==> src/rtl/mem_bus_pkg.sv <==
// Shared region codes, blank-digit constant and address decode for the memory-mapped bus stage.
package mem_bus_pkg;

    typedef enum logic [2:0] {
        REG_RAM    = 3'd0,
        REG_LED    = 3'd1,
        REG_HEX    = 3'd2,
        REG_SW     = 3'd3,
        REG_STATUS = 3'd4,
        REG_NONE   = 3'd5
    } region_e;

    localparam logic [6:0] HEX_BLANK = 7'h7F;

    function automatic region_e decode_region(input logic [15:0] addr);
        case (addr[15:12])
            4'h0:    return REG_RAM;
            4'h1:    return REG_LED;
            4'h2:    return REG_HEX;
            4'h3:    return REG_SW;
            4'h4:    return REG_STATUS;
            default: return REG_NONE;
        endcase
    endfunction

endpackage

==> src/rtl/mem_bus_ctrl_sw_sync.sv <==
// Two-flop synchroniser bringing the asynchronous switch inputs into the clk domain.
module sw_sync #(
    parameter int W = 10
) (
    input  logic         clk,
    input  logic         reset_n,
    input  logic [W-1:0] d,
    output logic [W-1:0] q
);

    logic [W-1:0] stage1_q;
    logic [W-1:0] stage2_q;

    always_ff @(posedge clk or negedge reset_n) begin
        if (!reset_n) begin
            stage1_q <= '0;
            stage2_q <= '0;
        end else begin
            stage1_q <= d;
            stage2_q <= stage1_q;
        end
    end

    assign q = stage2_q;

endmodule

==> src/rtl/mem_bus_ctrl.sv <==
// Bus stage behind the processor: decodes each access to RAM / LED / HEX / SW / STATUS and
// returns read data on din with one-cycle latency.
module mem_bus_ctrl
    import mem_bus_pkg::*;
#(
    parameter int RAM_AW = 8,
    parameter int LED_W  = 10,
    parameter int SW_W   = 10,
    parameter int HEX_N  = 6
) (
    input  logic                 clk,
    input  logic                 reset_n,
    input  logic [15:0]          addr,
    input  logic [15:0]          dout,
    input  logic                 w,
    output logic [15:0]          din,
    output logic [RAM_AW-1:0]    ram_addr,
    output logic [15:0]          ram_wdata,
    output logic                 ram_we,
    input  logic [15:0]          ram_rdata,
    input  logic [SW_W-1:0]      sw,
    output logic [LED_W-1:0]     led,
    output logic [7*HEX_N-1:0]   hex_flat,
    output logic                 bus_err
);

    region_e                 region_d, region_q;
    logic [LED_W-1:0]        led_d, led_q;
    logic [HEX_N-1:0][6:0]   hex_d, hex_q;
    logic                    bus_err_d, bus_err_q;
    logic [15:0]             cap_d, cap_q;
    logic [SW_W-1:0]         sw_s;
    logic [2:0]              hex_idx;
    logic                    hex_ok;
    logic [6:0]              hex_rd;
    logic                    unused_addr;

    sw_sync #(.W(SW_W)) u_sw_sync (
        .clk     (clk),
        .reset_n (reset_n),
        .d       (sw),
        .q       (sw_s)
    );

    assign hex_idx     = addr[2:0];
    assign region_d    = decode_region(addr);
    assign unused_addr = ^addr;

    assign ram_addr  = addr[RAM_AW-1:0];
    assign ram_wdata = dout;
    assign ram_we    = reset_n && w && (region_d == REG_RAM);

    // NOTE: every variable assigned in always_comb gets a default first, otherwise a latch is inferred.
    always_comb begin
        hex_ok = 1'b0;
        hex_rd = '0;
        for (int i = 0; i < HEX_N; i++) begin
            if (hex_idx == 3'(i)) begin
                hex_ok = 1'b1;
                hex_rd = hex_q[i];
            end
        end
    end

    // Captured read value uses pre-write state, giving read-before-write on the same register.
    always_comb begin
        led_d     = led_q;
        hex_d     = hex_q;
        bus_err_d = bus_err_q;
        cap_d     = '0;

        case (region_d)
            REG_LED:    cap_d[LED_W-1:0] = led_q;
            REG_HEX:    cap_d[6:0]       = hex_rd;
            REG_SW:     cap_d[SW_W-1:0]  = sw_s;
            REG_STATUS: cap_d[0]         = bus_err_q;
            default:    cap_d            = '0;
        endcase

        if (w) begin
            case (region_d)
                REG_LED:    led_d = dout[LED_W-1:0];
                REG_HEX: begin
                    if (hex_ok) begin
                        for (int i = 0; i < HEX_N; i++) begin
                            if (hex_idx == 3'(i)) hex_d[i] = dout[6:0];
                        end
                    end else begin
                        bus_err_d = 1'b1;
                    end
                end
                REG_STATUS: bus_err_d = 1'b0;
                REG_SW,
                REG_NONE:   bus_err_d = 1'b1;
                default:    ;
            endcase
        end
    end

    // NOTE: the small digit/LED registers are reset; the external RAM array is deliberately not.
    // NOTE: sequential state uses non-blocking assignments so all flops update from pre-edge values.
    always_ff @(posedge clk or negedge reset_n) begin
        if (!reset_n) begin
            led_q     <= '0;
            hex_q     <= {HEX_N{HEX_BLANK}};
            bus_err_q <= 1'b0;
            region_q  <= REG_NONE;
            cap_q     <= '0;
        end else begin
            led_q     <= led_d;
            hex_q     <= hex_d;
            bus_err_q <= bus_err_d;
            region_q  <= region_d;
            cap_q     <= cap_d;
        end
    end

    assign din      = (region_q == REG_RAM) ? ram_rdata : cap_q;
    assign led      = led_q;
    assign hex_flat = hex_q;
    assign bus_err  = bus_err_q;

endmodule

==> config.mk <==
export PLATFORM = sky130hd
export DESIGN_NAME = mem_bus_ctrl
export DESIGN_NICKNAME = d
export VERILOG_FILES = /design/src/rtl/mem_bus_pkg.sv /design/src/rtl/mem_bus_ctrl_sw_sync.sv /design/src/rtl/mem_bus_ctrl.sv
export SDC_FILE = /design/constraint.sdc
export NUM_CORES = 1
export LEC_CHECK = 0
export CAP_MARGIN = 30
export CORE_MARGIN = 2
export CORE_UTILIZATION = 44
export CTS_CLUSTER_DIAMETER = 40
export CTS_CLUSTER_SIZE = 28
export DETAILED_ROUTE_END_ITERATION = 10
export PLACE_DENSITY = 0.93
export RECOVER_POWER = 50
export SETUP_SLACK_MARGIN = 0.2
export SYNTH_ARGS = -nofsm -noshare
export SYNTH_HDL_FRONTEND = slang
export SYNTH_SLANG_ARGS = --single-unit
==> constraint.sdc <==
create_clock -name clk -period 1.8 [get_ports clk]
set_clock_uncertainty 0.2 [all_clocks]
set_input_delay 0.18 -clock clk [delete_from_list [all_inputs] [get_ports clk]]
set_output_delay 0.18 -clock clk [all_outputs]
set_load 0.03 [all_outputs]
* Word level (Yosys, flattened, before mapping)
Cells that the tools add are included.
W data, S select, Z words.
** Cells by class
- Equal/unequal tests :: 15
- Muxes and demuxes :: 19
- Reductions and logical operators :: 16
** Operators by type and width (number)
- $mux W7 :: 6
- $reduce_and A4 Y1 :: 6
- $pmux W6 S3 :: 1
- $mux W16 :: 1
- $pmux W3 S5 :: 1
- $eq A3 B2 Y1 const B :: 4
- $eq A3 B3 Y1 const B :: 4
- $logic_not A3 Y1 :: 3
- $eq A4 B2 Y1 const B :: 2
- $mux W1 :: 7
- $eq A3 B1 Y1 const B :: 2
- $pmux W3 S2 :: 1
- $eq A4 B1 Y1 const B :: 1
- $eq A4 B3 Y1 const B :: 1
- $logic_not A4 Y1 :: 1
- $pmux W1 S4 :: 1
- $pmux W1 S3 :: 1
- $reduce_and A3 Y1 :: 1
- $reduce_bool A3 Y1 :: 1
- $logic_and A1 B1 Y1 :: 2
- $ne A2 B2 Y1 const B :: 1
- $reduce_and A2 Y1 :: 1
- $reduce_or A2 Y1 :: 1
** Storage, ports and cells
- Register bits :: 86
- Output and inout bits :: 94

* Depth between registers and ports, before layout
Gate-level depths: netlist (run 1).
- Word-level depth :: 9
- Mapped depth :: 6

* By module
Synthesis (run 1) repeated with hierarchy kept, for this count alone.
** Unflattened totals
- Cells, all modules :: 284
- Area, all modules :: 4005.1 sq um
** Modules (own cells, without submodules)
- mem_bus_ctrl :: instances 1, cells each 264, area each 3504.6 sq um, seq. area each 1706.6 sq um
- sw_sync :: instances 1, cells each 20, area each 500.5 sq um, seq. area each 500.5 sq um

* Least setup slack after synthesis (run 1)
Ideal clock, no wire load.
- Path kind :: register to output
- Start point :: register region_q[1]
- End point :: output port din[6]
- Arrival :: 1.401 ns
- Required time :: 1.420 ns
- Setup slack :: 0.019 ns
- Stages on the path, launching flop included :: 4
- Buffers on the path :: 1
- Path through :: dfrtp_1 nor3_2 buf_2 mux2_2
** On the way
- Word-level cells in the longest chain between the ends :: 2
** Ends and longest elaborated chain
- from (decl) :: line mem_bus_ctrl.sv:27 : region_e region_d, region_q;
- from (signal assigned) :: line mem_bus_ctrl.sv:113 : region_q <= region_d;
- $logic_not A3 Y1 :: line mem_bus_ctrl.sv:118 : assign din = (region_q == REG_RAM) ? ram_rdata : cap_q;
- $mux W16 :: line mem_bus_ctrl.sv:118
- to (decl) :: line mem_bus_ctrl.sv:16 : output logic [15:0] din,
No other way between the ends.

* Final worst setup path (run 1)
- Start point :: register region_q[2]
- End point :: output port din[5]
The elaborated chain is that of the path after synthesis.

==> results.md, run 1 <==
Die:
- The die covers 9790 µm².
- The initial core utilization is 45.5%.
- The floorplan die height is 99.0 µm.
- The number of standard-cell rows in the floorplan is 34.
- The placeable core area is 8720 µm².
- The die extent in x is 99.0 µm.
- The number of top-level design ports is 155.

Logic synthesis:
- Yosys attributes the largest share of cell area to sky130_fd_sc_hd__dfstp_2, sky130_fd_sc_hd__dfrtp_1, sky130_fd_sc_hd__mux2_2.
- The most used flip-flop cell after synthesis is sky130_fd_sc_hd__dfstp_2.
- Counting every net in the synthesized netlist gives 345.
- Counting every instance in the synthesized netlist gives 284.
- The area share of the leading cell type in the synthesized netlist is 29.1%.
- In the synthesized netlist, the cells that appear most often are sky130_fd_sc_hd__mux2_2, sky130_fd_sc_hd__dfstp_2, sky130_fd_sc_hd__dfrtp_1, sky130_fd_sc_hd__buf_4, sky130_fd_sc_hd__a22oi_1.
- For this run, the register share of the synthesized area comes to 55.6%.
- In this run, synthesis produced a sequential element count of 86.
- The Yosys step of the flow raised 0 warnings.
- The post-synthesis instance area is 3970 µm².
- The most frequently used cell type in the post-synthesis netlist is sky130_fd_sc_hd__mux2_2.
- The per-instance average area after synthesis is 14.0 µm².
- Of all cell types, the one taking the most synthesized area is sky130_fd_sc_hd__dfstp_2.
- In this run, distinct cell masters in the synthesized netlist total 32.
- After synthesis, the share of flip-flops with an asynchronous set or reset is 100%.
- The count of flip-flops with a built-in enable after synthesis is 0.

Route:
- In the routed layout, each cell is associated on average with a via count of 5.32.
- After detailed routing, the number of remaining DRC violations is 0.
- The number of optimization iterations in the first detailed-route pass is 4.
- The routed layout has 2840 vias.
- The count of routing violations after the opening detailed-route iteration is 156.
- The number of nets with antenna violations after routing is 0.
- The final layout contains routed wiring with a total length of 10.6 mm.
- The average routed wire per standard cell is 19.8 µm.

Critical path:
- The number of cells on the worst reg-to-reg path is 3.
- The launching element type of the critical path is a flop.
- The highest fanout seen on the critical path is 7.
- Data on the critical path arrives at its endpoint at 1.64 ns.
- The worst setup path is captured at an output port.
- The critical path class is reg -> out.
- STA puts the critical path data required time at 1.42 ns.

Cells and area:
- The post-layout net count is 482.
- The share of cells above drive strength 1 is 61.0%.
- The non-filler instance count after layout is 534.
- The filler cell count is 704.
- The number of antenna diodes in the final layout is 0.
- Relative to the synthesized area, the layout overhead comes to 37.1%.

CTS:
- For the worst-skew pair, the clock arrives at the later sink with an insertion delay of 0.36 ns.
- The number of buffers added by the clock tree synthesis step is 9.
- The clock drives 86 sinks.
- No sink is reached through more buffers than the 2 on the longest clock path.
- The buffer cell driving the clock tree root is sky130_fd_sc_hd__clkbuf_8.
- The H-tree depth is 3.
- After clock tree synthesis, the clock-pin slew on the worst setup and hold paths is 0.09 ns.
- The clock tree from TritonCTS is yes.

GRT:
- The overall fraction of global-route tracks in use is 21.8%.
- For this run the aggregate overflow at the end of global routing stands at 0.
- The maximum number of pins on one net before global-route repair is 87.
- The number of global-route vias before repair was 2977.
- The first-pass GRT wire length is 16.5 mm.
- The initial antenna violation count is 1.

STA:
- The transition time at the pin with the least slew margin is 1.14 ns.
- The worst path in the final design needs a cycle of 2.02 ns, including I/O delays and setup.
- The max-slew violation count came to 0.
- Of the available clock period, the critical path in the final layout requires 112%.
- The final-report setup violation count is 16.
- The final hold violation count is 0.
- Setup repair after global routing could not meet its margin everywhere.
- In this run the tightest slew margin relative to its limit is 24.2%.
- Derived from the worst setup path, the maximum achievable clock frequency is 496 MHz.
- The post-layout worst setup margin is -0.215 ns.

Pwr:
- For this design the total switching power over the nets is 1490 µW.
- The portion of total power attributed to sequential cells is 48.8%.
- The maximum ir drop on the vdd rail is 0.485 mV.
- The power density over cell area is 855 nW/µm².
- In this run the static leakage power is 0.00254 µW.
- The internal portion of the total power is 3160 µW.
- The total power is 4650 µW.
- The share of total power dissipated in combinational logic is 23.0%.
- Of the total power, the share spent switching nets is 32.1%.
- The fraction of power consumed by the clock network is 28.1%.

Run:
- The reported max-cap violation count is 0.

Placed design:
- The placer's final routability congestion estimate is 0.913.
- The placed instance count is 510.
- Summed over all nets, the half-perimeter wirelength after detailed placement is 7.56 mm.
- The count of buffers added on input and output ports is 128.

Outcome:
- The flow ran to the end, but the final reports show violations.
- The final reports fail on negative setup slack.

Hold path:
- The tightest min-delay check is of the in -> reg type.
- Counting instances, the worst hold path has a depth of 3.
[critical path: stages (launching register included)]
cell	delay, ns
sky130_fd_sc_hd__dfstp_2	0.39
sky130_fd_sc_hd__nor3_4	0.26
sky130_fd_sc_hd__buf_6	0.18
sky130_fd_sc_hd__mux2_4	0.31
sky130_fd_sc_hd__buf_6	0.14
[per-stage QoR]
step / util, % / hold slack, ns / setup slack, ns / setup TNS, ns / instance area [µm²]
floorplan: - / -0.316 / 0.179 / 0 / 3980
global placement: 60.7 / 0.0946 / -0.284 / -15.68 / 5300
detailed placement: 60.7 / 0.101 / -0.339 / -18.40 / 5300
CTS: 63.8 / 0.0383 / -0.220 / -2.89 / 5570
global route: 62.4 / 0.0614 / -0.288 / -11.95 / 5440
finish: 62.4 / 0.0672 / -0.215 / -2.78 / 5440
[worst paths after layout]
| check | startpoint | endpoint | slack [ns] |
|---|---|---|---|
| worst min register to register | u_sw_sync.stage1_q[1] | u_sw_sync.q[1] | 0.14 |
| worst max register to register | hex_flat[30] | cap_q[2] | 0.43 |
| worst max-delay path | region_q[2] | din[5] | -0.22 |
| worst min-delay path | w | bus_err | 0.07 |
| min in group asynchronous | reset_n | u_sw_sync.q[4] | 0.66 |
| max in group asynchronous | reset_n | led[1] | 0.01 |
[logic make-up after synthesis]
kind of cell / Yosys count / share of synthesized area [%]
mux: 86 / 24.3
compound gates: 32 / 5.90
simple gates: 42 / 7.60
buf+inv: 38 / 6.56
flops: 86 / 55.6
[layout by cell type, fill, tap and decap left out, types with 2 or more instances in the layout]
cell type	count
sky130_fd_sc_hd__mux2_2	73
sky130_fd_sc_hd__dfstp_2	44
sky130_fd_sc_hd__dfrtp_1	42
sky130_fd_sc_hd__buf_2	42
sky130_fd_sc_hd__buf_4	34
sky130_fd_sc_hd__clkdlybuf4s50_1	27
sky130_fd_sc_hd__buf_6	21
sky130_fd_sc_hd__dlygate4sd2_1	20
sky130_fd_sc_hd__a22oi_1	13
sky130_fd_sc_hd__dlygate4sd3_1	12
sky130_fd_sc_hd__mux2_4	10
sky130_fd_sc_hd__clkbuf_8	10
sky130_fd_sc_hd__nor2_1	7
sky130_fd_sc_hd__nand2_1	7
sky130_fd_sc_hd__o221ai_1	6
sky130_fd_sc_hd__and2_4	5
sky130_fd_sc_hd__clkbuf_1	4
sky130_fd_sc_hd__mux2i_1	3
sky130_fd_sc_hd__o21ai_0	3
sky130_fd_sc_hd__o21ai_1	3
sky130_fd_sc_hd__inv_6	3
sky130_fd_sc_hd__inv_1	2
sky130_fd_sc_hd__nor3b_1	2
sky130_fd_sc_hd__nand3b_1	2
sky130_fd_sc_hd__nor2b_1	2
sky130_fd_sc_hd__nand4b_4	2
sky130_fd_sc_hd__a211oi_1	2
sky130_fd_sc_hd__clkinv_4	2
[layout make-up]
class / instances / area (µm²) / area share [%]
multi-input cells: 160 / 1600 / 29.4
repair buffers: 162 / 1300 / 23.9
flip-flops and latches: 86 / 2210 / 40.6
clock inverters: 6 / 51.3 / 0.943
well taps: 108 / 135 / 2.49
clock buffers: 10 / 138 / 2.53
inverters: 2 / 7.51 / 0.138
[power groups by stage]
stage / combinational (µW) / sequential (µW) / clock, µW
floorplan: 404 / 2550 / 0
global placement: 1150 / 2300 / 0
detailed placement: 1170 / 2300 / 0
CTS: 1110 / 2270 / 1340
global route: 1130 / 2300 / 1420
finish: 1070 / 2270 / 1310
[timing repair]
action,4_1_cts,5_1_grt
gates resized for setup,285,48
endpoints found under the hold margin,43,0
hold buffers,2,0
buffers inserted,5,1
setup endpoints to repair,131,50
pin swaps,3,4
gates cloned,0,0
[layer usage]
layer / global-route usage [%] / wire, µm / vias up
met4: 6.64 / 178 / 0
met2: 37.4 / 5390 / 122
li1: - / - / 1284
met5: 0 / 0 / -
met3: 5.60 / 720 / 20
met1: 27.2 / 4280 / 1414
[registers in the layout, summed over array words and instances, names as in the netlist]
name / count
hex_flat: 42
region_q: 3
u_sw_sync.q: 10
u_sw_sync.stage1_q: 10
cap_q: 10
led: 10
bus_err: 1
Power figures use the tool's default switching activity.
==> run 2, diff against run 1 <==
--- a/config.mk
+++ b/config.mk
@@ -9,3 +9,3 @@
 export CORE_MARGIN = 2
-export CORE_UTILIZATION = 44
+export CORE_UTILIZATION = 47
 export CTS_CLUSTER_DIAMETER = 40
@@ -13,3 +13,3 @@
 export DETAILED_ROUTE_END_ITERATION = 10
-export PLACE_DENSITY = 0.93
+export PLACE_DENSITY = 0.95
 export RECOVER_POWER = 50
==> constraint.sdc (replaced) <==
create_clock -name clk -period 2.45 [get_ports clk]
set_clock_uncertainty 0.2 [all_clocks]
set_input_delay 0.6125 -clock clk [delete_from_list [all_inputs] [get_ports clk]]
set_output_delay 0.6125 -clock clk [all_outputs]
set_load 0.03 [all_outputs]
==> results.md, run 2 (same netlist as run 1, synthesis figures left out) <==
Outcome:
- The flow ran to the end, but the final reports show violations.
- The checks that failed: max-capacitance violations, max-slew violations, negative setup slack.

Placed design:
- The worst slack after detailed placement came to -0.156 ns (+0.183 ns).
- The placer's final routability congestion estimate is 0.812 (-11%).
- The count of input and output buffers is 128 (unchanged).
- The instance area at placement came to 5310 µm² (+0.14%).
- The detailed-placement wirelength estimate is 7.51 mm (-0.77%).

CTS:
- The clock transition at the registers of the reported paths is 0.09 ns (about the same).
- The number of hold buffers added after cts is 0 (-2).
- The number of buffers added by the clock tree synthesis step is 9 (unchanged).
- The clock latency on the worst-skew pair came to 0.35 ns (about the same).
- The H-tree depth is 3 (unchanged).
- The total clock sinks is 86 (unchanged).
- In this run the clock root is driven by a sky130_fd_sc_hd__clkbuf_8.
- The worst-case clock buffer depth was 2 (unchanged).
- TritonCTS built the clock tree.

Critical path:
- The depth of the most critical reg-to-reg path is 3 (unchanged).
- The required time at the endpoint of the critical path is 1.64 ns (+0.22 ns).
- The highest fanout seen on the critical path is 8 (+1).
- The most critical setup path has its endpoint at din[6].
- The critical register-to-register path startpoint is hex_flat[30].
- STA classifies the critical path endpoint as an output port.
- The maximum single-stage delay on the critical path is 0.38 ns (about the same).
- The worst flop-to-flop path endpoint is cap_q[2].
- The setup slack of the worst register-to-register path is 1.06 ns (+0.63 ns).
- Tracing the worst setup path back leads to its startpoint at region_q[2].
- The signal arrival time at the worst endpoint is 1.65 ns (about the same).
- On the critical path, the stage with the largest delay is an instance of sky130_fd_sc_hd__dfstp_2.
- Walking the worst path, the cells encountered are nor3_4, buf_6, mux2_4, buf_6.
- The setup path with the least slack is of type reg -> out.
- The launching element type of the critical path is a flop.
- The most numerous cell on the critical path is sky130_fd_sc_hd__buf_6.

GRT:
- The initial antenna violation count was 0 (-1).
- The overflow left after global routing is 0 (unchanged).
- The number of global-route vias before repair was 3046 (+2.3%).
- The overall fraction of global-route tracks in use was 23.6% (+1.8 points).
- The first-pass GRT wire length is 15.8 mm (-3.9%).
- The maximum number of pins on one net before global-route repair is 57 (-34%).

Cells and area:
- The cell area after layout is 5620 µm² (+3.3%).
- The share of cells above drive strength 1 is 52.3% (-8.7 points).
- The library cell used most frequently in the layout, excluding fill and tap cells, is sky130_fd_sc_hd__mux2_2.
- The post-layout net count is 486 (+0.83%).
- The synthesis-to-layout area growth is 41.6%.
- The count of inserted antenna diode cells is 0 (unchanged).
- The flip-flop count of the largest register, all copies and words added is 42 (unchanged).
- The top cell types in the final layout, fill and taps aside, are sky130_fd_sc_hd__mux2_2, sky130_fd_sc_hd__dlygate4sd2_1, sky130_fd_sc_hd__dfstp_2, sky130_fd_sc_hd__dfrtp_1, sky130_fd_sc_hd__buf_4.

Hold path:
- The path class of the tightest hold or removal check is reg -> reg.

Pwr:
- The leakage power summed over all cells is 0.00267 µW (+5.2%).
- The total power was 3470 µW (-25%).
- The maximum ir drop on the vdd rail is 0.420 mV (-14%).
- The power density over cell area is 618 nW/µm² (-28%).

Die:
- The floorplan die height is 95.9 µm (-3.1%).
- The full die area was 9190 µm² (-6.1%).
- The number of standard-cell rows in the floorplan is 33 (-2.9%).
- The placeable core area is 8220 µm² (-5.8%).
- The number of top-level design ports is 155 (unchanged).
- The die extent in x is 95.9 µm (-3.1%).
- The initial core utilization was 48.3% (+2.8 points).

STA:
- The final hold violation count was 0 (unchanged).
- The relative slew slack was -17.2% (-41 points).
- The maximum clock rate is 406 MHz.
- The max-slew violation count was 31 (+31).
- The final-report setup violation count is 7 (-9).
- Setup repair after global routing could not meet its margin everywhere.
- The fraction of the cycle the final worst path needs is 100%.
- The transition time at the pin with the least slew margin came to 1.76 ns (+0.621 ns).
- The final critical delay including setup and external delays is 2.46 ns.
- The post-layout worst setup margin came to -0.0117 ns (+0.203 ns).

Route:
- The DRC violation count after routing was 0 (unchanged).
- The number of optimization iterations in the first detailed-route pass is 4 (unchanged).
- The count of routing violations after the opening detailed-route iteration is 90 (-42%).
- The post-detailed-routing wire length was 10.5 mm (-1.0%).
- The total number of vias was 2870 (+1.1%).
- The number of nets with antenna violations after routing is 0 (unchanged).
- The detailed-route vias per instance was 5.36 (+0.87%).
- The average routed wire per standard cell is 19.6 µm (-1.2%).

Run:
- The reported max-cap violation count is 1 (+1).
[run 2: power by group]
| group | internal [µW] | switching, µW |
|---|---|---|
| Sequential | 1580 | 82.4 |
| Combinational | 348 | 460 |
| Clock | 475 | 524 |
| Total | 2410 | 1070 |
[run 2: cell type report]
class,count,area (µm²)
clock inverter,7,72.6
timing repair buffer,166,1510
inverter,2,7.51
multi-input combinational,160,1560
fill,610,2600
sequential,86,2210
clock buffer,9,124
tap,105,131
[run 2: worst min path at each step]
stage | from | end | slack, ns | cells past startpoint
after detailed placement | u_sw_sync.stage1_q[2] | u_sw_sync.q[2] | 0.13 | 0
after floorplan | reset_n | bus_err | 0.12 | 0
after CTS | reset_n | u_sw_sync.stage1_q[3] | 0.1 | 2
after global placement | u_sw_sync.stage1_q[9] | u_sw_sync.q[9] | 0.13 | 0
after global routing | u_sw_sync.stage1_q[1] | u_sw_sync.q[1] | 0.15 | 0
final | u_sw_sync.stage1_q[1] | u_sw_sync.q[1] | 0.14 | 0
[run 2: timing repair]
item / CTS / global route
gates cloned: 1 / 0
buffers inserted: 6 / 3
setup endpoints to repair: 66 / 26
resized for setup: 79 / 22
pin swaps: 1 / 7
[run 2: layer usage]
metal,GRT usage [%],vias to the layer above,wire (µm)
li1,-,1283,-
met1,27.4,1438,4070
met2,42.4,120,5520
met3,4.31,29,584
met4,10.7,0,289
met5,0,-,0
[run 2: worst max-delay path: cells and delay by family (launching register included)]
family / cells / cell delay (ns)
AND/OR/NAND/NOR: 1 / 0.23
buffers and inverters: 2 / 0.36
multiplexers: 1 / 0.32
flip-flops: 1 / 0.38
[run 2: metrics by stage]
stage / hold WS [ns] / setup TNS, ns / utilization, % / instances
after floorplan: 0.117 / 0 / - / 284
after detailed placement: 0.135 / -3.22 / 64.6 / 509
final: 0.145 / -0.0375 / 68.4 / 535
after CTS: 0.0955 / -0.000469 / 68.0 / 532
after global placement: 0.134 / -1.28 / 64.2 / 508
after global routing: 0.151 / -0.482 / 68.4 / 535
